$ cat src/rtl/addr_seq_pkg.sv
// Shared definitions for the address sweep controller: FSM states and
// default widths.
package addr_seq_pkg;

  typedef enum logic [2:0] {
    IDLE,
    READ,
    DWELL,
    WAIT_STEP,
    DONE
  } state_t;

  localparam int unsigned ADDR_W  = 8;
  localparam int unsigned DWELL_W = 4;

endpackage

$ cat src/rtl/dwell_timer.sv
// Loadable down-counter that paces auto-mode sweeps; expired flags the tick
// that arrives while the count is already zero.
module dwell_timer
  import addr_seq_pkg::*;
#(
  parameter int unsigned W = DWELL_W
) (
  input  logic         clk,
  input  logic         reset,
  input  logic         load,
  input  logic         tick,
  input  logic [W-1:0] value,
  output logic         expired
);

  logic [W-1:0] cnt;

  assign expired = tick && (cnt == '0);

  always_ff @(posedge clk or posedge reset) begin
    if (reset) begin
      cnt <= '0;
    end else if (load) begin
      cnt <= value;
    end else if (tick && (cnt != '0)) begin
      cnt <= cnt - 1'b1;
    end
  end

endmodule

$ cat src/rtl/addr_sweep_ctrl.sv
// Start/stop-controlled address sweep over [first_addr, last_addr], paced by
// divided ticks (auto) or step pulses (single-step), one read strobe per address.
module addr_sweep_ctrl
  import addr_seq_pkg::*;
#(
  parameter int unsigned AW = ADDR_W,
  parameter int unsigned DW = DWELL_W
) (
  input  logic          clk,
  input  logic          reset,
  input  logic          start,
  input  logic          stop,
  input  logic          mode,
  input  logic          step,
  input  logic          tick,
  input  logic [AW-1:0] first_addr,
  input  logic [AW-1:0] last_addr,
  input  logic [DW-1:0] dwell,
  output logic [AW-1:0] addr,
  output logic          rd_en,
  output logic          busy,
  output logic          done
);

  state_t        state, state_nxt;
  logic [AW-1:0] last_q;
  logic [DW-1:0] dwell_q;
  logic          mode_q;
  logic          launch;
  logic          addr_inc;
  logic          timer_load;
  logic          expired;

  dwell_timer #(.W(DW)) u_dwell_timer (
    .clk     (clk),
    .reset   (reset),
    .load    (timer_load),
    .tick    (tick),
    .value   (dwell_q),
    .expired (expired)
  );

  // Outputs decode registered state only, so no input reaches them combinationally.
  assign rd_en = (state == READ);
  assign busy  = (state != IDLE);
  assign done  = (state == DONE);

  always_comb begin
    state_nxt  = state;
    launch     = 1'b0;
    addr_inc   = 1'b0;
    timer_load = 1'b0;
    unique case (state)
      IDLE: begin
        if (start && !stop) begin
          launch    = 1'b1;
          state_nxt = READ;
        end
      end
      READ: begin
        if (stop) begin
          state_nxt = IDLE;
        end else if (addr == last_q) begin
          state_nxt = DONE;
        end else if (mode_q) begin
          state_nxt = WAIT_STEP;
        end else begin
          timer_load = 1'b1;
          state_nxt  = DWELL;
        end
      end
      DWELL: begin
        if (stop) begin
          state_nxt = IDLE;
        end else if (expired) begin
          addr_inc  = 1'b1;
          state_nxt = READ;
        end
      end
      WAIT_STEP: begin
        if (stop) begin
          state_nxt = IDLE;
        end else if (step) begin
          addr_inc  = 1'b1;
          state_nxt = READ;
        end
      end
      DONE: begin
        state_nxt = IDLE;
      end
      default: begin
        state_nxt = IDLE;
      end
    endcase
  end

  always_ff @(posedge clk or posedge reset) begin
    if (reset) begin
      state <= IDLE;
    end else begin
      state <= state_nxt;
    end
  end

  always_ff @(posedge clk or posedge reset) begin
    if (reset) begin
      addr    <= '0;
      last_q  <= '0;
      dwell_q <= '0;
      mode_q  <= 1'b0;
    end else if (launch) begin
      addr    <= first_addr;
      last_q  <= last_addr;
      dwell_q <= dwell;
      mode_q  <= mode;
    end else if (addr_inc) begin
      addr <= addr + 1'b1;
    end
  end

endmodule

$ cat config.mk
export PLATFORM = sky130hd
export DESIGN_NAME = addr_sweep_ctrl
export DESIGN_NICKNAME = d
export VERILOG_FILES = /design/src/rtl/addr_seq_pkg.sv /design/src/rtl/dwell_timer.sv /design/src/rtl/addr_sweep_ctrl.sv
export SDC_FILE = /design/constraint.sdc
export NUM_CORES = 1
export LEC_CHECK = 0
export CAP_MARGIN = 20
export CORE_MARGIN = 2
export CORE_UTILIZATION = 48
export DETAILED_ROUTE_END_ITERATION = 12
export MAX_ROUTING_LAYER = met4
export PLACE_DENSITY = 0.79
export SETUP_SLACK_MARGIN = 0.3
export SKIP_CTS_REPAIR_TIMING = 1
export SYNTH_ARGS = -nofsm -noshare
export SYNTH_HDL_FRONTEND = slang
export SYNTH_HIERARCHICAL = 1
export SYNTH_SLANG_ARGS = --single-unit
export TNS_END_PERCENT = 10
$ cat constraint.sdc
create_clock -name clk -period 2.31 [get_ports clk]
set_clock_uncertainty 0.2 [all_clocks]
set_input_delay 0.5775 -clock clk [delete_from_list [all_inputs] [get_ports clk]]
set_output_delay 0.5775 -clock clk [all_outputs]
set_load 0.01 [all_outputs]
==> run_results.csv, run 1 <==
group,metric,value,unit
status,status,"finished clean",
hold_path,hp-class,"input pin to async pin",
place,dp.final_hpwl,2350,um
synth,netlist_area,0.00147,sq mm
timing,slew_headroom,68.2,%
timing,tightest_slew,0.467,ns
final_layout,fin_nets,221,
critical_path,critPathMaxFanout,6,
global_routing,grt_first_pass_wirelength,5200,um
final_layout,layout-drive-gt1-share,34.6,%
floorplanning,start_util,49.2,%
detailed_routing,vias,1248,
global_routing,grt_max_degree,29,
place,placed_area,0.00193,sq mm
critical_path,cp.arrival,2.25,ns
place,gp_congestion,0.779,
synth,yosysTopAreaCell,"dfrtp_1",
synth,synth_cell_type_count,38,
final_layout,instances_no_fill,224,
synth,ys_seq_area_share,47.8,%
floorplanning,die_x,59.3,um
synth,synth_top_area_share,47.8,%
final_layout,n_antenna_cell,0,
cts,clock-sinks,28,
critical_path,path_cells,"xor2_1, nor4_2, and4_4, nor3_1, buf_4, buf_4, a31o_2, o21ai_2",
cts,clk_path_buf_depth,2,
detailed_routing,wl_per_cell,16.0,um
floorplanning,rows,20,
critical_path,startpoint_type,"flop",
detailed_routing,drt_first_pass_iters,7,
timing,rsz0062_at_grt,"yes",
critical_path,max_stage_delay,0.46,ns
floorplanning,fp.coreArea,0.00298,sq mm
cts,cts_tree,"done",
floorplanning,die_h,59.3,um
power,leakage,0.895,nW
detailed_routing,wirelength,3590,um
detailed_routing,antenna_left,0,
synth,synth.avg_cell_area,10.6,sq um
cts,clock_latency,0.33,ns
cts,cts_buffers,3,
timing,finalSetupViolations,0,
detailed_routing,drt_iter0_markers,49,
critical_path,r2r-end,"u_dwell_timer/cnt[1]",
floorplanning,die_area,0.00351,sq mm
critical_path,rr_worst_depth,8,
final_layout,final_cell_mix,"clkdlybuf4s50_1 (33), dfrtp_1 (20), buf_4 (16), mux2_2 (13), a21oi_1 (11)",
synth,netlist_instances,138,
synth,synthesis.nets,167,
global_routing,grt_antenna_before_repair,0,
global_routing,grt_usage,20.2,%
critical_path,crit_family,"simple AND/OR/NAND/NOR gates",
timing,post-route-min-period,2.18,ns
critical_path,cp_slowest_cell,"dfrtp_2",
power,ir_worst_vdd,606,uV
timing,fmax,459,MHz
critical_path,crit_required,2.38,ns
timing,finalCritPeriodShare,94.3,%
final_layout,fin_area,0.00217,sq mm
critical_path,r2r-start,"addr[0]",
synth,synthTopCellsByArea,"dfrtp_1 (48%), mux2_2 (10%), xnor2_1 (5.4%), a21oi_1 (3.8%), xor2_1 (3.6%)",
timing,whs,0.236,ns
cts,clk_pin_slew,0.15,ns
detailed_routing,drc_errors,0,
cts,h-tree-depth,1,
critical_path,cp-end-kind,"flop",
place,portBuffers,37,
critical_path,setup.worst_path.start,"addr[0]",
timing,final.setup.tns,0,ns
job,cap_violations,0,
timing,timing.final.hold_violations,0,
critical_path,critPathKind,"flop to flop",
power,p_per_area,1130,mW/mm^2
place,place_inst,211,
final_layout,final_common_cell,"clkdlybuf4s50_1",
synth,ys_ff_latch,28,
final_layout,area_delta_synth_final,47.8,%
critical_path,crit_buf_inv,2,
final_layout,n_fill_cell,202,
critical_path,ff2ff_setup_slack,0.13,ns
synth,yosys_warnings,6,
global_routing,grt_overflow,0,
critical_path,cp_common_cell,"buf_4",
critical_path,cp.depth,8,
critical_path,endpoint,"u_dwell_timer/cnt[1]",
detailed_routing,vias_per_cell,5.57,
cts,root_buffer,"clkbuf_4",
floorplanning,ioPinCount,38,
timing,drv_slew,0,
global_routing,grt_pass1_vias,1150,
-- cells in the mapped netlist --
cell      instances
a21oi_1          11
a221o_1           1
a31o_2            1
and3_4            1
and4_1            1
and4b_1           1
buf_1             1
buf_2             1
buf_6             1
clkbuf_1          4
dfrtp_1          28
ha_1              2
inv_1             6
mux2_2           13
mux2i_1           2
nand2_1           6
nand2b_1          1
nand3_1           4
nand3b_1          1
nand4_1           1
nor2_1           10
nor2b_1           1
nor3_1            5
nor3b_1           4
nor4_1            4
nor4b_1           1
nor4bb_1          1
o21ai_0           2
o21ai_1           1
o22ai_1           1
o31a_1            1
o31a_2            1
o32ai_1           1
or3_2             1
or3b_1            1
or3b_4            1
xnor2_1           9
xor2_1            6
-- per-layer routing --
layer / wire, um / global-route usage [%] / up-vias
met4: 67 / 9.42 / 0
met2: 1890 / 32.8 / 45
li1: - / - / 592
met5: 0 / - / -
met1: 1460 / 25.4 / 605
met3: 168 / 2.18 / 6
-- final cells by class --
class / count / area, sq um / share of cell area, %
inverter: 6 / 22.5 / 1.04
tap: 33 / 41.3 / 1.91
clock buffer: 4 / 36.3 / 1.67
multi-input combinational: 97 / 822 / 37.9
timing repair buffer: 56 / 534 / 24.7
sequential: 28 / 711 / 32.8
-- worst min path at each step --
stage	endpoint	cells after the start	start	slack, ns
finish	u_dwell_timer/cnt[3]	2	reset	0.24
detailed placement	u_dwell_timer/cnt[2]	2	dwell_q[2]	0.28
global placement	u_dwell_timer/cnt[1]	2	dwell_q[1]	0.26
global route	u_dwell_timer/cnt[0]	2	reset	0.24
CTS	u_dwell_timer/cnt[0]	2	reset	0.23
floorplan	u_dwell_timer/cnt[0]	1	reset	0.14
-- flip-flops by register name, indices dropped and copies added, names as in the netlist --
name               count
addr                   8
last_q                 8
dwell_q                4
u_dwell_timer/cnt      4
state                  3
mode_q                 1
-- through the flow --
| stage | power [mW] | util [%] | setup slack, ns |
|---|---|---|---|
| after floorplan | 1.54 | - | 0.325 |
| after CTS | 2.18 | 66.1 | -0.218 |
| final | 2.45 | 72.8 | 0.131 |
| after detailed placement | 1.94 | 64.8 | -0.349 |
| after global placement | 1.89 | 64.8 | -0.287 |
| after global routing | 2.61 | 72.8 | 0.0616 |
-- where the power goes --
| group | total, mW | internal [mW] | switching [mW] |
|---|---|---|---|
| combinational | 1.25 | 0.718 | 0.534 |
| sequential | 0.955 | 0.723 | 0.231 |
| clock | 0.238 | 0.0965 | 0.142 |
| total | 2.45 | 1.54 | 0.907 |
-- kinds of logic after synthesis --
kind of cell	share of synthesized area, %
AO/OA/AOI/OAI	8.36
XOR/XNOR	8.96
adder cells (fa/ha/maj)	1.71
buffers and inverters	3.92
flip-flops	47.8
multiplexers	11.3
AND/OR/NAND/NOR	17.9
(Power assumes the default switching activity.)
==> run 2, diff against run 1 <==
--- a/config.mk
+++ b/config.mk
@@ -8,9 +8,10 @@
 export CAP_MARGIN = 20
 export CORE_MARGIN = 2
 export CORE_UTILIZATION = 48
+export CTS_BUF_LIST = sky130_fd_sc_hd__clkbuf_8 sky130_fd_sc_hd__clkbuf_16
 export DETAILED_ROUTE_END_ITERATION = 12
 export MAX_ROUTING_LAYER = met4
-export PLACE_DENSITY = 0.79
+export PLACE_DENSITY_LB_ADDON = 0.25
 export SETUP_SLACK_MARGIN = 0.3
 export SKIP_CTS_REPAIR_TIMING = 1
 export SYNTH_ARGS = -nofsm -noshare
==> run 2 against run 1 <==
Compared with the run above:
- global-route usage up 0.31 points
- critical path depth down 2
- wire length down 0.39%
- total power up 2.6%
- design area up 0.98%
- via count up 0.72%
==> run_results.csv, run 2 (synthesis results as in run 1) <==
group,metric,value,unit
detailed_routing,wl_met2,1780,um
global_routing,grt_usage,20.6,%
detailed_routing,vias,1257,
detailed_routing,wl_per_cell,15.9,um
cts,cts_buffers,3,
timing,whs,0.286,ns
cts,clock_latency,0.28,ns
cts,clk_pin_slew,0.10,ns
detailed_routing,highest_layer,"met4",
detailed_routing,antenna_left,0,
global_routing,grt_max_degree,26,
detailed_routing,wl_met3,183,um
timing,finalSetupViolations,0,
power,combinationalPowerShare,49.3,%
power,internal_power,1.59,mW
status,status,"finished clean",
detailed_routing,vias_per_cell,5.59,
timing,drv_slew,0,
power,p_per_area,1150,mW/mm^2
job,cap_violations,0,
detailed_routing,drt_first_pass_iters,4,
floorplanning,fp.coreArea,0.00298,sq mm
critical_path,path_cells,"clkdlybuf4s50_1, or3b_4, buf_4, nor4_4, xnor2_1, a21oi_1",
detailed_routing,drc_errors,0,
place,dp.final_hpwl,2300,um
final_layout,fin_area,0.00219,sq mm
final_layout,final_common_cell,"clkdlybuf4s50_1",
cts,h-tree-depth,1,
final_layout,largest_registers,"addr x8, last_q x8",
hold_path,hp-class,"flop to flop",
place,placed_area,0.00192,sq mm
critical_path,cp-end-kind,"flop",
place,gp_congestion,0.731,
power,pwr-share-seq,38.4,%
final_layout,layout-drive-gt1-share,32.8,%
detailed_routing,drt_iter0_markers,34,
power,ir_worst_vdd,684,uV
global_routing,grt_first_pass_wirelength,5290,um
final_layout,final_cell_mix,"clkdlybuf4s50_1 (33), dfrtp_1 (22), buf_4 (18), mux2_2 (13), a21oi_1 (11)",
power,p_sw,0.920,mW
floorplanning,die_h,59.3,um
cts,clock-sinks,28,
power,clkPwrFrac,12.4,%
final_layout,area_delta_synth_final,49.2,%
final_layout,n_antenna_cell,0,
detailed_routing,wirelength,3580,um
timing,timing.final.hold_violations,0,
power,p_sw_share,36.7,%
floorplanning,rows,20,
floorplanning,start_util,49.2,%
critical_path,max_stage_delay,0.50,ns
hold_path,hp-start,"dwell_q[2]",
critical_path,cp_slowest_cell,"or3b_4",
timing,post-route-min-period,2.16,ns
floorplanning,die_area,0.00351,sq mm
timing,tightest_slew,0.461,ns
timing,slew_headroom,68.6,%
final_layout,fin_nets,222,
critical_path,startpoint_type,"input pin",
cts,cts_tree,"done",
critical_path,cp.arrival,2.13,ns
detailed_routing,wl_met1,1580,um
power,leakage,0.940,nW
global_routing,grt_overflow,0,
critical_path,r2r-start,"addr[1]",
timing,fmax,462,MHz
global_routing,grt_antenna_before_repair,0,
critical_path,crit_required,2.28,ns
floorplanning,die_x,59.3,um
global_routing,grt_pass1_vias,1210,
critical_path,critPathKind,"input pin to flop",
critical_path,setup.worst_path.start,"stop",
timing,rsz0062_at_grt,"yes",
critical_path,critPathMaxFanout,7,
floorplanning,ioPinCount,38,
place,portBuffers,37,
cts,clk_path_buf_depth,2,
timing,finalCritPeriodShare,93.7,%
cts,root_buffer,"clkbuf_8",
final_layout,n_fill_cell,218,
run 2: cell types whose count changed in the layout (fill, tap and decap cells not counted), moves of 2 or more:
cell	before	now
buf_4	16	18
buf_6	3	1
clkbuf_4	3	0
clkbuf_8	1	4
dfrtp_1	20	22
dfrtp_2	8	6
inv_1	6	4
inv_2	0	2
nor3b_1	2	4
nor3b_2	2	0
nor4_2	3	0
nor4_4	1	3
run 2: area by class of cell:
cell class                 count  area [sq um]  share of cell area (%)
inverter                       6          22.5                    1.03
sequential                    28           708                    32.4
timing repair buffer          57           539                    24.6
clock buffer                   4          55.1                    2.52
tap                           33          41.3                    1.89
multi-input combinational     97           822                    37.6
run 2: worst max-delay path, delay by kind of cell:
kind | cells | cell delay, ns
buffers and inverters | 2 | 0.64
AOI/OAI and AO/OA | 1 | 0.09
xor gates and xnor gates | 1 | 0.18
and+or+nand+nor | 2 | 0.65
run 2: metrics by stage:
stage	TNS (ns)	std cells	total power [mW]	setup slack, ns	utilization [%]
2_1_floorplan	0	138	1.54	0.325	-
4_1_cts	-0.975	214	2.25	-0.238	66.4
3_3_place_gp	-2.90	210	1.89	-0.411	64.6
5_1_grt	0	225	2.66	0.106	73.5
6_report	0	225	2.51	0.145	73.5
3_5_place_dp	-3.53	210	1.94	-0.461	64.6
run 2: final timing paths:
kind                       slack [ns]              endpoint  cells after the start
min in group asynchronous        0.31  u_dwell_timer/cnt[1]                      2
min                              0.29  u_dwell_timer/cnt[2]                      2
max in group asynchronous        1.17               addr[1]                      3
max reg2reg                      0.15  u_dwell_timer/cnt[1]                      8
max                              0.15               addr[5]                      6
min reg2reg                      0.29  u_dwell_timer/cnt[2]                      2
run 2: power groups by stage:
| stage | clock network [mW] | registers, mW | logic, mW |
|---|---|---|---|
| after detailed placement | 0 | 0.951 | 0.987 |
| after global routing | 0.327 | 0.995 | 1.34 |
| after floorplan | 0 | 0.919 | 0.619 |
| final | 0.310 | 0.962 | 1.24 |
| after CTS | 0.312 | 0.942 | 0.995 |
| after global placement | 0 | 0.938 | 0.954 |
run 2: metal layers:
metal	up-vias	GRT usage (%)
met3	7	3.49
met4	0	7.14
met5	-	-
li1	594	-
met1	615	26.9
met2	41	32.3
==> run 3, diff against run 2 <==
--- a/config.mk
+++ b/config.mk
@@ -6,7 +6,7 @@
 export NUM_CORES = 1
 export LEC_CHECK = 0
 export CAP_MARGIN = 20
-export CORE_MARGIN = 2
+export CORE_MARGIN = 5
 export CORE_UTILIZATION = 48
 export CTS_BUF_LIST = sky130_fd_sc_hd__clkbuf_8 sky130_fd_sc_hd__clkbuf_16
 export DETAILED_ROUTE_END_ITERATION = 12
==> run 3 against run 2 <==
Compared with the run above:
- utilization is 2.9 points lower
- sequential cell count is the same
- non-clock buffer count down 4
- cell count decreased by 1.8%
- critical path depth decreased by 4
- first-iteration DRC count up 110%
- register-to-register slack about the same
- sequential power hardly changed
- via count shrank 1.2%
- maximum frequency fell by 0.12%
- die area grew 21%
- design area decreased by 3.1%
==> run_results.csv, run 3 (synthesis results as in run 1) <==
group,metric,value,unit
floorplanning,fp.coreArea,0.00300,sq mm
critical_path,cp-end-kind,"output port",
detailed_routing,vias,1242,
critical_path,r2r-start,"addr[6]",
final_layout,final_common_cell,"clkdlybuf4s50_1",
global_routing,grt_overflow,0,
cts,clock-sinks,28,
detailed_routing,antenna_left,0,
critical_path,startpoint_type,"flop",
final_layout,area_delta_synth_final,44.5,%
critical_path,setup.worst_path.start,"state[2]",
critical_path,cp_slowest_cell,"or3_2",
place,gp_congestion,0.868,
final_layout,n_antenna_cell,0,
timing,tightest_slew,0.469,ns
critical_path,cp.arrival,1.39,ns
floorplanning,die_area,0.00426,sq mm
detailed_routing,drc_errors,0,
timing,finalCritPeriodShare,93.8,%
cts,h-tree-depth,1,
place,dp.final_hpwl,2530,um
floorplanning,die_h,65.3,um
floorplanning,start_util,48.8,%
detailed_routing,wirelength,3600,um
cts,cts_buffers,3,
status,status,"finished clean",
critical_path,path_cells,"or3_2, dlymetal6s2s_1",
critical_path,critPathMaxFanout,6,
place,portBuffers,37,
final_layout,layout-drive-gt1-share,26.1,%
global_routing,grt_max_degree,25,
final_layout,fin_nets,218,
hold_path,hp-class,"input pin to async pin",
global_routing,grt_antenna_before_repair,0,
critical_path,crit_required,1.53,ns
critical_path,max_stage_delay,0.47,ns
cts,clock_latency,0.28,ns
floorplanning,ioPinCount,38,
critical_path,crit_buf_inv,1,
global_routing,grt_pass1_vias,1331,
critical_path,critPathKind,"flop to output port",
detailed_routing,drt_first_pass_iters,4,
final_layout,largest_registers,"addr x8, last_q x8",
floorplanning,rows,20,
place,place_inst,213,
floorplanning,die_x,65.3,um
timing,finalSetupViolations,0,
timing,fmax,461,MHz
power,leakage,0.926,nW
power,p_per_area,1170,mW/mm^2
job,cap_violations,0,
timing,slew_headroom,68.3,%
timing,post-route-min-period,2.17,ns
detailed_routing,vias_per_cell,5.62,
global_routing,grt_first_pass_wirelength,5960,um
detailed_routing,wl_per_cell,16.3,um
critical_path,crit_family,"simple AND/OR/NAND/NOR gates",
final_layout,instances_no_fill,221,
cts,cts_tree,"done",
timing,rsz0062_at_grt,"yes",
timing,drv_slew,0,
final_layout,final_cell_mix,"clkdlybuf4s50_1 (32), dfrtp_1 (26), buf_4 (15), mux2_2 (13), a21oi_1 (11)",
power,ir_worst_vdd,578,uV
global_routing,grt_usage,18.2,%
power,fin_total_pwr,2.49,mW
detailed_routing,drt_iter0_markers,70,
cts,root_buffer,"clkbuf_8",
cts,clk_pin_slew,0.11,ns
timing,timing.final.hold_violations,0,
cts,clk_path_buf_depth,2,
-- run 3: cell types whose count changed in the layout (fill, tap and decap cells not counted), sizes merged --
cell / delta
buf: -4
bufinv: +1
clkbuf: -2
clkdlybuf4s50: -1
dlymetal6s2s: +2
-- run 3: routing by layer --
metal / share of wire (%) / wire length (um) / global-route usage, %
met5: 0 / 0 / -
met4: 0.78 / 28 / 5.18
met3: 4.1 / 149 / 3.59
met2: 52 / 1870 / 30.5
met1: 43 / 1550 / 22.4
-- run 3: power breakdown --
| part | internal [mW] | leakage [nW] | total, mW | switching (mW) |
|---|---|---|---|---|
| Sequential | 0.713 | 0.325 | 0.961 | 0.249 |
| Clock | 0.232 | 0.0357 | 0.398 | 0.165 |
| Combinational | 0.673 | 0.565 | 1.13 | 0.456 |
| Total | 1.62 | 0.926 | 2.49 | 0.870 |
-- run 3: through the flow --
stage	hold WS (ns)	worst slack [ns]	util (%)	setup TNS, ns	area [sq um]
2_1_floorplan	0.144	0.325	-	0	1470
3_3_place_gp	0.266	-0.303	64.4	-2.20	1930
3_5_place_dp	0.267	-0.390	64.4	-2.65	1930
4_1_cts	0.290	-0.148	66.8	-0.514	2000
5_1_grt	0.315	0.0439	70.6	0	2120
6_report	0.292	0.143	70.6	0	2120
-- run 3: final timing paths --
| check | endpoint | slack (ns) | depth (start not counted) |
|---|---|---|---|
| setup / recovery | busy | 0.14 | 2 |
| hold / removal | u_dwell_timer/cnt[1] | 0.29 | 2 |
| setup reg to reg | u_dwell_timer/cnt[3] | 0.14 | 7 |
| hold reg to reg | u_dwell_timer/cnt[2] | 0.29 | 2 |
| max in group asynchronous | state[2] | 1.19 | 3 |
| min in group clk | u_dwell_timer/cnt[2] | 0.29 | 2 |
-- run 3: final cells by class --
| class | instances | area (sq um) |
|---|---|---|
| fillers | 233 | 883 |
| well taps | 33 | 41.3 |
| inverters | 6 | 22.5 |
| clock inverters | 1 | 30.0 |
| multi-input cells | 97 | 774 |
| flip-flops and latches | 28 | 703 |
| repair buffers | 53 | 507 |
| clock buffers | 3 | 41.3 |
-- run 3: worst register-to-register path, delay by kind of cell (launching register included) --
kind | cells | cell delay (ns)
xor+xnor | 1 | 0.19
simple gates | 3 | 0.62
flops | 1 | 0.45
buf+inv | 2 | 0.29
compound gates | 1 | 0.31
